## config.mk

```make
export PLATFORM = sky130hd
export DESIGN_NAME = cargador_instrucciones
export DESIGN_NICKNAME = d
export VERILOG_FILES = /design/src/rtl/cargador_instrucciones.sv
export SDC_FILE = /design/constraint.sdc
export NUM_CORES = 1
export LEC_CHECK = 0
export BUFFER_PORTS_ARGS = -buffer_cell sky130_fd_sc_hd__buf_2
export CAP_MARGIN = 20
export CORE_UTILIZATION = 61
export DETAILED_ROUTE_END_ITERATION = 6
export PLACE_DENSITY = 0.84
export SYNTH_ARGS = -nofsm -noshare
export SYNTH_HDL_FRONTEND = slang
export SYNTH_SLANG_ARGS = --single-unit
```

## constraint.sdc

```tcl
create_clock -name clk -period 2.7 [get_ports clk]
set_input_delay 0 -clock clk [delete_from_list [all_inputs] [get_ports clk]]
set_output_delay 0 -clock clk [all_outputs]
set_load 0.03 [all_outputs]
```

## src/rtl/cargador_instrucciones.sv

```systemverilog
// Boot-time program loader: assembles a framed, checksummed byte stream into
// big-endian 32-bit words, writes them to instruction memory and then releases the core.
module cargador_instrucciones #(
    parameter int ADDR_W = 6,
    parameter int DEPTH  = 64
) (
    input  logic              clk,
    input  logic              reset,
    input  logic              byte_valid,
    input  logic [7:0]        byte_data,
    output logic              byte_ready,
    output logic              mem_we,
    output logic [ADDR_W-1:0] mem_addr,
    output logic [31:0]       mem_wdata,
    output logic              cpu_reset,
    output logic              done,
    output logic              err
);

    // Comparison width wide enough for both the 8-bit count and the word index.
    localparam int CW = (ADDR_W + 1 > 8) ? ADDR_W + 1 : 8;
    localparam logic [7:0] DEPTH_B = 8'(DEPTH);

    typedef enum logic [2:0] {
        S_CNT,
        S_DAT,
        S_CHK,
        S_DONE,
        S_ERR
    } state_t;

    state_t            state;
    logic [7:0]        cnt;
    logic [7:0]        chk;
    logic [ADDR_W:0]   word_idx;
    logic [1:0]        byte_idx;
    logic [31:0]       asm_word;

    logic              accept;
    logic              last_word;
    logic              active;
    logic [CW-1:0]     widx_ext;
    logic [CW-1:0]     cnt_ext;
    logic [31:0]       asm_next;

    assign accept    = byte_valid & byte_ready;
    assign widx_ext  = CW'(word_idx);
    assign cnt_ext   = CW'(cnt);
    assign last_word = ((widx_ext + CW'(1)) == cnt_ext);
    assign asm_next  = {asm_word[23:0], byte_data};
    assign active    = (state == S_CNT) || (state == S_DAT) || (state == S_CHK);

    // byte_ready tracks the next state: it defaults to "current state is an
    // accepting one" and is cleared explicitly on the transitions into DONE/ERR.
    always_ff @(posedge clk) begin
        if (!reset) begin
            state      <= S_CNT;
            cnt        <= '0;
            chk        <= '0;
            word_idx   <= '0;
            byte_idx   <= '0;
            asm_word   <= '0;
            byte_ready <= 1'b0;
            mem_we     <= 1'b0;
            mem_addr   <= '0;
            mem_wdata  <= '0;
            cpu_reset  <= 1'b0;
            done       <= 1'b0;
            err        <= 1'b0;
        end else begin
            mem_we     <= 1'b0;
            byte_ready <= active;
            if (accept) begin
                case (state)
                    S_CNT: begin
                        if ((byte_data == 8'd0) || (byte_data > DEPTH_B)) begin
                            state      <= S_ERR;
                            err        <= 1'b1;
                            byte_ready <= 1'b0;
                        end else begin
                            cnt      <= byte_data;
                            chk      <= byte_data;
                            word_idx <= '0;
                            byte_idx <= '0;
                            state    <= S_DAT;
                        end
                    end
                    S_DAT: begin
                        chk      <= chk ^ byte_data;
                        asm_word <= asm_next;
                        byte_idx <= byte_idx + 2'd1;
                        if (byte_idx == 2'd3) begin
                            mem_we    <= 1'b1;
                            mem_addr  <= word_idx[ADDR_W-1:0];
                            mem_wdata <= asm_next;
                            word_idx  <= word_idx + 1'b1;
                            if (last_word) begin
                                state <= S_CHK;
                            end
                        end
                    end
                    S_CHK: begin
                        byte_ready <= 1'b0;
                        if (byte_data == chk) begin
                            state     <= S_DONE;
                            done      <= 1'b1;
                            cpu_reset <= 1'b1;
                        end else begin
                            state <= S_ERR;
                            err   <= 1'b1;
                        end
                    end
                    default: begin
                    end
                endcase
            end
        end
    end

endmodule

```

==> reports/summary.txt, run 1 <==
Status - finished, final reports clean
GR Overflow Total - 0
Core area - 6026 um^2
Final Hold Viols - 0
Yosys top cell by area - dfxtp_1
Cell Area, Synth - 3892 um^2
DR DRC count - 0
Vias per cell - 5.873
H-tree levels - 3
Most frequent cells in the layout - nand2_1 (136), dfxtp_1 (94), a21oi_1 (71), buf_2 (53)
Synth warn - 0
Via count of the routed design - 3512
Unique masters post-synth - 47
Worst-path fanout max - 10
Drt initial violations - 150
Hold path start - byte_valid
Worst path cell trace - ha_1 > nor3b_1 > a211oi_1 > o32ai_1 > o2111ai_1 > a2111oi_0
Crit end category - flop
Post-synth EDFFs - 0
Max Slew Vio Count - 0
Detailed placement HPWL - 5835 um
Min Tclk post-route - 2243 ps
Crit path DAT - 2500 ps
Die height - 81.88 um
Slowest-stage cell, CP - dfxtp_1
Synth Instances - 480
Top FF cell, synth - dfxtp_1
Tot Pwr - 0.002447 W
Worst hold path type - primary input to flop
Drt wl/cell - 14.94 um
Die width - 81.88 um
Bufs on Longest Clock Path - 2
TritonCTS clock tree - yes
Max_cap viols - 0
Vias in the first global route - 3188
Die area - 6704 um^2
Synth area leaders - dfxtp_1 (48%), nand2_1 (13%), a21oi_1 (9.1%)
Max Clk Rate - 0.4459 GHz
CP top delay family - compound AO/OA/AOI/OAI gates
Clock buffer count from CTS - 9
# nets final - 532
First-pass GRT wire length - 14660 um
Crit path launch - word_idx[0]$_SDFFE_PN0P_
GP Congestion - 0.8517
Synthesized flop and latch total - 94
ANT cells - 0
Seq/Total Area, Yosys - 48.34%
WP buf/inv - 0
Worst path max stage delay - 530 ps
Share of cells above drive strength 1 - 15.49%
Worst slew margin - 48.76%
Initial Util - 64.60%
Leak Pwr - 1.733 nW
Post-Route Skew - 8.327 ps
Final ANT Viol Nets - 0
PortBufs - 53
Net Count, Synth - 493
Largest net degree at the start of global routing - 47
Initial antenna violation count - 0
Mapped Avg Cell Area - 8.109 um^2
Top-level port count - 54
Crit Path Category - flop to flop
Global-route usage over all layers - 28.90%
RSZ-0062 raised after global routing - no
Post-synth top area share - 48.34%
DRT Pass-1 Iters - 4
CTS Root Cell - clkbuf_8
# Post-CTS Setup Buffers - 0
Worst Tran Pin Value - 767.5 ps
Max VDD drop - 358.0 uV
Reg clk slew, reported paths - 90 ps
Synth-to-Final Area Change - 12.70%
Worst EP required - 2960 ps
Async SR Flop Fraction - 0%
Post-route setup TNS - 0 ps
Most common cell after layout, fill and taps aside - nand2_1
Period utilization - 83.06%
CP Launch Type - flop
Row count - 28
Final setup viols - 0
Clk_lat worst skew - 360 ps
WL final - 8932 um
PwrDens - 557.8 nW/um^2
Sinks on Clock Net - 94
Reg-to-reg startpoint - word_idx[0]$_SDFFE_PN0P_
## synth_stat cells (2+ instances only)
cell type / n
nand2_1: 136
dfxtp_1: 94
a21oi_1: 71
clkbuf_1: 29
nand3_1: 17
nor2_1: 17
buf_2: 11
xnor2_1: 11
a21o_1: 9
o2111a_1: 8
mux2i_1: 7
xor2_1: 7
o21ai_0: 5
a211oi_1: 4
inv_1: 4
nor3_1: 4
a311oi_1: 3
nand2b_1: 3
nand4_1: 3
o21a_1: 3
a31oi_1: 2
and3_1: 2
ha_1: 2
nor3b_1: 2
nor4_1: 2
o2111ai_1: 2
o21ai_1: 2
## metal layers
| metal | wire, um | track usage, % |
|---|---|---|
| met2 | 4346 | 45.37 |
| met4 | 227 | 15.26 |
| met3 | 503 | 5.889 |
| met5 | 0 | 0 |
| met1 | 3855 | 37.21 |
## final timing paths
| kind | endpoint | slack [ps] | depth (start not counted) |
|---|---|---|---|
| worst max-delay path | state[1]$_SDFFE_PN0P_ | 460 | 6 |
| worst min-delay path | byte_ready$_SDFF_PN0_ | 20 | 4 |
| worst max register to register | state[1]$_SDFFE_PN0P_ | 460 | 6 |
| worst min register to register | mem_wdata[29]$_SDFFE_PN0P_ | 460 | 2 |
## stage by stage
| step | cell area (um^2) | std cells | util, % | hold slack, ps | setup slack [ps] |
|---|---|---|---|---|---|
| floorplan | 3892 | 480 | - | 232.0 | 851.7 |
| global placement | 4136 | 575 | 68.65 | 326.6 | 675.0 |
| detailed placement | 4136 | 575 | 68.65 | 339.6 | 504.4 |
| CTS | 4387 | 598 | 72.80 | 13.47 | 467.6 |
| global route | 4387 | 598 | 72.80 | 19.13 | 244.6 |
| finish | 4387 | 598 | 72.80 | 16.37 | 457.3 |
## cells by family after synthesis
family / share of synthesized area, %
AO/OA/AOI/OAI: 18.87
XOR/XNOR: 4.050
adder cells (fa/ha/maj): 0.6428
buffers and inverters: 5.175
flip-flops: 48.34
multiplexers: 1.800
AND/OR/NAND/NOR: 21.12
## area by class of cell
type,instances,area [um^2]
Inverter,5,18.77
Tap cell,75,93.84
Sequential cell,94,1882
Clock inverter,6,46.29
Multi-Input combinational cell,339,1809
Fill cell,468,1639
Timing Repair Buffer,70,412.9
Clock buffer,9,123.9
## power by group
group          internal, W  switching, W  leakage (nW)
combinational    0.0000678      0.000111         0.893
sequential         0.00141     0.0000232         0.758
clock             0.000336      0.000504        0.0821
total              0.00181      0.000639          1.73
## registers in the layout (all words and copies together) (netlist names)
signal,cells
asm_word,24
byte_idx,2
byte_ready,1
chk,8
cnt,8
done,1
err,1
mem_addr,6
mem_wdata,32
mem_we,1
state,3
word_idx,7
## worst reg2reg max path: stages, from the launching register on
cell	delay, ps
dfxtp_1	530
ha_1	440
nor3b_1	240
a211oi_1	70
o32ai_1	240
o2111ai_1	200
a2111oi_0	400
## repair_timing
item,CTS,global route
hold endpoints to repair,17,0
resized for setup,0,0
hold buffers,8,0
Note: power is estimated with default switching activity, not from simulation.
==> inputs of run 2 (changes only) <==
--- a/config.mk
+++ b/config.mk
@@ -7,9 +7,9 @@
 export LEC_CHECK = 0
 export BUFFER_PORTS_ARGS = -buffer_cell sky130_fd_sc_hd__buf_2
 export CAP_MARGIN = 20
-export CORE_UTILIZATION = 61
+export CORE_UTILIZATION = 51
 export DETAILED_ROUTE_END_ITERATION = 6
-export PLACE_DENSITY = 0.84
+export PLACE_DENSITY = 0.75
 export SYNTH_ARGS = -nofsm -noshare
 export SYNTH_HDL_FRONTEND = slang
 export SYNTH_SLANG_ARGS = --single-unit
==> constraint.sdc (replaced) <==
create_clock -name clk -period 2 [get_ports clk]
set_input_delay 0 -clock clk [delete_from_list [all_inputs] [get_ports clk]]
set_output_delay 0 -clock clk [all_outputs]
set_load 0.03 [all_outputs]
==> run 2 against run 1 <==
  * Worst hold slack gained 7.2 ps
  * Global-route usage shrank 5.0 points
  * First-iteration DRC count shrank 0.67%
  * Die area grew 19%
  * Sequential power grew 35%
  * Largest cell class unchanged
  * Via count shrank 0.68%
  * Wire length grew 1.6%
==> reports/summary.txt, run 2 (same netlist as run 1, synthesis figures left out) <==
Status - finished, final reports clean
Worst Tran Pin Value - 553.8 ps
Post-route setup TNS - 0 ps
Clock buffer count from CTS - 9
Sinks on Clock Net - 94
Hold Crit Depth - 4
Leak Pwr - 1.820 nW
Tot Pwr - 0.003353 W
Fin util - 62.55%
Drt wl/cell - 14.24 um
NetSw - 0.0008572 W
# nets final - 546
Crit path DAT - 2130 ps
Crit end category - flop
Most common cell after layout, fill and taps aside - nand2_1
Worst-path fanout max - 8
Period utilization - 95.17%
Largest Register - mem_wdata
CTS Root Cell - clkbuf_8
Reg clk slew, reported paths - 90 ps
GR Overflow Total - 0
Clock power share - 34.8%
Vias in the first global route - 3094
Bufs on Longest Clock Path - 2
Crit Path Category - primary input to flop
ANT cells - 0
DR DRC count - 0
Detailed placement HPWL - 6125 um
DRT Pass-1 Iters - 4
Die height - 89.37 um
Drt initial violations - 149
TritonCTS clock tree - yes
Initial Util - 53.10%
Top-level port count - 54
Clk_lat worst skew - 350 ps
H-tree levels - 3
CP Launch Type - primary input
RSZ-0062 raised after global routing - no
Final ANT Viol Nets - 0
Largest regs - mem_wdata (32), asm_word (24)
Max VDD drop - 410.0 uV
Largest net degree at the start of global routing - 41
Max_cap viols - 0
Vias per cell - 5.476
Initial antenna violation count - 0
Via count of the routed design - 3488
Final Hold Viols - 0
Synth-to-Final Area Change - 17.81%
Combinational group share of total power - 7.7%
Die area - 7986 um^2
Core area - 7331 um^2
Filler cells - 683
Min Tclk post-route - 1903 ps
Seq pwr share - 57.5%
Worst hold path type - primary input to flop
Internal power - 0.002495 W
PortBufs - 53
Row count - 31
Worst EP required - 2230 ps
Die width - 89.37 um
Switching Fraction - 25.57%
Final setup viols - 0
Worst slew margin - 63.02%
Most frequent cells in the layout - nand2_1 (136), dfxtp_1 (94), a21oi_1 (71), buf_2 (53), buf_4 (23)
First-pass GRT wire length - 14540 um
Share of cells above drive strength 1 - 18.59%
Global-route usage over all layers - 23.94%
Worst Reg-to-Reg Cells - 6
Number of flip-flops in the largest register - 32
Max Clk Rate - 0.5254 GHz
GP Congestion - 0.8908
Post-Route Skew - 7.024 ps
WL final - 9073 um
PwrDens - 731.1 nW/um^2
Max Slew Vio Count - 0
[run 2: final timing paths]
kind	slack (ps)	start	end
worst min-delay path	20	byte_valid	byte_ready$_SDFF_PN0_
worst min register to register	460	mem_wdata[30]$_SDFFE_PN0P_	mem_wdata[30]$_SDFFE_PN0P_
worst max-delay path	100	byte_data[1]	cnt[6]$_SDFFE_PN0P_
worst max register to register	130	state[2]$_SDFFE_PN0P_	cnt[6]$_SDFFE_PN0P_
[run 2: area by class of cell]
type / instances / area, um^2 / share of cell area, %
clock inverters: 5 / 41.29 / 0.9004
inverters: 5 / 18.77 / 0.4093
repair buffers: 84 / 548.0 / 11.95
flip-flops and latches: 94 / 1882 / 41.04
clock buffers: 11 / 141.4 / 3.083
well taps: 99 / 123.9 / 2.701
multi-input cells: 339 / 1831 / 39.92
[run 2: stage by stage]
step                      hold slack, ps  worst slack (ps)  instance area (um^2)  std cells
final                              23.62             96.59                  4586        637
after detailed placement           334.0             114.8                  4317        614
after global routing               39.98             10.20                  4586        637
after CTS                          3.062             34.49                  4549        635
after global placement             336.9             225.3                  4317        614
after floorplan                    232.0             151.7                  3892        480
[run 2: power groups by stage]
stage | Clock, W | Sequential [W] | Combinational [W]
2_1_floorplan | 0 | 0.00197 | 0.000180
3_3_place_gp | 0 | 0.00197 | 0.000238
3_5_place_dp | 0 | 0.00197 | 0.000244
4_1_cts | 0.00120 | 0.00193 | 0.000252
5_1_grt | 0.00126 | 0.00193 | 0.000282
6_report | 0.00117 | 0.00193 | 0.000258
[run 2: worst max-delay path: stages]
cell and delay (ps):
dlygate4sd3_1 520, buf_2 180, nor4_4 300, nand3_2 140, a2111o_1 440, buf_4 170, buf_4 160, mux2i_1 150
nor2_1 50
[run 2: routing by layer]
layer	part of all wire, %	track usage (%)	up-vias
li1	-	-	1732
met1	46	32.03	1654
met2	48	38.86	88
met3	3.8	3.693	14
met4	1.8	9.524	0
met5	0	0	-
[run 2: what timing repair did]
action                                  4_1_cts  5_1_grt
buffers inserted                              0        2
hold buffers                                  5        0
hold endpoints to repair                      8        0
resized for setup                             0        4
endpoints found under the setup margin        0       13
==> inputs of run 3 (changes only) <==
--- a/config.mk
+++ b/config.mk
@@ -5,6 +5,7 @@
 export SDC_FILE = /design/constraint.sdc
 export NUM_CORES = 1
 export LEC_CHECK = 0
+export ABC_AREA = 1
 export BUFFER_PORTS_ARGS = -buffer_cell sky130_fd_sc_hd__buf_2
 export CAP_MARGIN = 20
 export CORE_UTILIZATION = 51
==> run 3 against run 2 <==
  * Largest power group unchanged
  * Sequential power about the same
  * Clock power up 10%
  * Critical path type is now flop to flop
  * Worst hold slack better by 54 ps
  * Synthesized area about the same
  * First-iteration DRC count up 67%
  * Clock skew up 5.3 ps
  * Total power up 9.0%
  * Non-clock buffer count down 18
==> reports/summary.txt, run 3 <==
FF-to-FF setup slack - 220 ps
Core area - 7331 um^2
Hold path start - reset
Largest net degree at the start of global routing - 58
Most frequent cells in the layout - nand2_1 (104), dfxtp_1 (94), nor2_1 (75), o21ai_0 (56), buf_2 (53)
Cell Area, Synth - 3895 um^2
Drt initial violations - 249
Initial Util - 53.13%
Crit path DAT - 2050 ps
Combinational group share of total power - 10.8%
Detailed placement HPWL - 6222 um
Async SR Flop Fraction - 0%
Hold Crit Depth - 3
DR DRC count - 0
Post-synth top area share - 48.31%
CP top delay family - simple AND/OR/NAND/NOR gates
NetSw - 0.001002 W
Post-Route Skew - 12.31 ps
Seq pwr share - 53.8%
WL final - 9135 um
Mapped Avg Cell Area - 7.607 um^2
Vias per cell - 5.202
ANT cells - 0
Worst path cell trace - ha_1 > nand3_1 > o21ai_0 > nand2_1 > nor2_1 > nor2_2 > nand3_2 > nand2_2 > a21oi_1 > nor2_1
Clock buffer count from CTS - 9
Worst hold path type - primary input to flop
Most used cell, CP - nor2_1
WP buf/inv - 0
Min Tclk post-route - 1782 ps
Net Count, Synth - 525
Bufs on Longest Clock Path - 2
Internal power - 0.002652 W
Reg-to-reg startpoint - word_idx[0]$_SDFFE_PN0P_
Global-route usage over all layers - 24.81%
Switching Fraction - 27.43%
Worst-path fanout max - 6
Top-level port count - 54
CP Launch Type - flop
Largest regs - mem_wdata (32), asm_word (24)
Final worst slack - 218.2 ps
Max_cap viols - 0
Seq/Total Area, Yosys - 48.31%
Synth-to-Final Area Change - 15.39%
Final cell count without fillers - 669
Share of cells above drive strength 1 - 17.19%
Period utilization - 89.09%
Vias in the first global route - 3158
Final setup viols - 0
Leak Pwr - 2.127 nW
First-pass GRT wire length - 14940 um
Most common cell after layout, fill and taps aside - nand2_1
CTS Root Cell - clkbuf_8
Unique masters post-synth - 32
Cts repair resizes - 0
Synth warn - 0
Drt wl/cell - 13.65 um
Reg clk slew, reported paths - 100 ps
Crit path launch - word_idx[0]$_SDFFE_PN0P_
Worst Tran Pin Value - 383.1 ps
Die area - 7991 um^2
Row count - 31
Worst EP required - 2260 ps
RSZ-0062 raised after global routing - no
Post-synth EDFFs - 0
Sinks on Clock Net - 94
Synth Instances - 512
Max Clk Rate - 0.5612 GHz
Synthesized flop and latch total - 94
# nets final - 578
H-tree levels - 3
Worst path max stage delay - 470 ps
PwrDens - 813.0 nW/um^2
Slowest-stage cell, CP - dfxtp_1
Final Hold Viols - 0
Yosys top cell by area - dfxtp_1
Initial antenna violation count - 0
Crit Path Category - flop to flop
Worst Reg-to-Reg Cells - 10
Die height - 89.39 um
DRT Pass-1 Iters - 6
Worst R2R End - state[0]$_SDFFE_PN0P_
Pre-CTS setup slack - 261.1 ps
Worst slew margin - 74.43%
Fin util - 61.31%
Number of flip-flops in the largest register - 32
Die width - 89.39 um
TritonCTS clock tree - yes
Final ANT Viol Nets - 0
Max VDD drop - 414.6 uV
Worst hold endpoint - mem_wdata[10]$_SDFFE_PN0P_
Clock power share - 35.4%
Via count of the routed design - 3480
PortBufs - 53
GR Overflow Total - 0
Status - finished, final reports clean
Largest Register - mem_wdata
Clk_lat worst skew - 370 ps
Synth area leaders - dfxtp_1 (48%), nand2_1 (10%), nor2_1 (7.2%)
Filler cells - 660
Top-count cell post-synth - nand2_1
Top cells by count, synth - nand2_1 (104), dfxtp_1 (94), nor2_1 (75), o21ai_0 (56), a21oi_1 (41)
GP Congestion - 0.8746
Crit end category - flop
# placed instances - 645
Post-route setup TNS - 0 ps
Top FF cell, synth - dfxtp_1
Max Slew Vio Count - 0
run 3: cell type report:
| type | count | area [um^2] | area share, % |
|---|---|---|---|
| multi-input combinational | 362 | 1767 | 39.31 |
| timing repair buffer | 66 | 395.4 | 8.797 |
| tap | 99 | 123.9 | 2.756 |
| sequential | 94 | 1882 | 41.87 |
| inverter | 32 | 127.6 | 2.840 |
| clock inverter | 5 | 67.56 | 1.503 |
| clock buffer | 11 | 131.4 | 2.923 |
run 3: cell families (layout without fill, tap and decap cells):
group | after synthesis | count (layout) | share of synthesized area (%)
buffers and inverters | 56 | 114 | 6.328
and+or+nand+nor | 241 | 241 | 27.88
xor gates and xnor gates | 10 | 10 | 2.249
AOI/OAI and AO/OA | 109 | 109 | 14.58
DFF | 94 | 94 | 48.31
adders and majority gates | 2 | 2 | 0.6424
run 3: per-layer routing:
layer / vias to the layer above / global-route usage (%) / share of wire (%)
met4: 0 / 10.82 / 1.9
met1: 1604 / 31.80 / 46
met5: - / 0 / 0
met2: 85 / 40.18 / 48
met3: 16 / 5.633 / 4.3
li1: 1775 / - / -
run 3: through the flow:
step	instance area (um^2)	power (W)	hold WS, ps
global route	4494	0.003817	74.11
finish	4494	0.003654	77.62
detailed placement	4215	0.002387	328.3
floorplan	3895	0.002292	103.1
CTS	4494	0.003667	62.99
global placement	4215	0.002377	325.6
run 3: tightest hold or removal path, delay by kind of cell:
| family | cells | cell delay [ps] |
|---|---|---|
| buf+inv | 1 | 220 |
| simple gates | 2 | 180 |
run 3: how the worst max path moves through the flow:
stage | end | depth (start not counted)
2_1_floorplan | state[0]$_SDFFE_PN0P_ | 10
3_3_place_gp | state[0]$_SDFFE_PN0P_ | 10
3_5_place_dp | state[0]$_SDFFE_PN0P_ | 10
4_1_cts | state[0]$_SDFFE_PN0P_ | 11
5_1_grt | state[0]$_SDFFE_PN0P_ | 11
6_report | state[0]$_SDFFE_PN0P_ | 10
run 3: repair_timing:
| item | 4_1_cts | 5_1_grt |
|---|---|---|
| setup buffers | 0 | 0 |
| hold buffers | 8 | 0 |
| hold endpoints to repair | 16 | 0 |
run 3: power by group through the flow:
stage | Clock, W | Sequential [W] | Combinational (W)
2_1_floorplan | 0 | 0.00201 | 0.000281
3_3_place_gp | 0 | 0.00201 | 0.000371
3_5_place_dp | 0 | 0.00201 | 0.000379
4_1_cts | 0.00131 | 0.00196 | 0.000394
5_1_grt | 0.00141 | 0.00197 | 0.000439
6_report | 0.00129 | 0.00196 | 0.000396
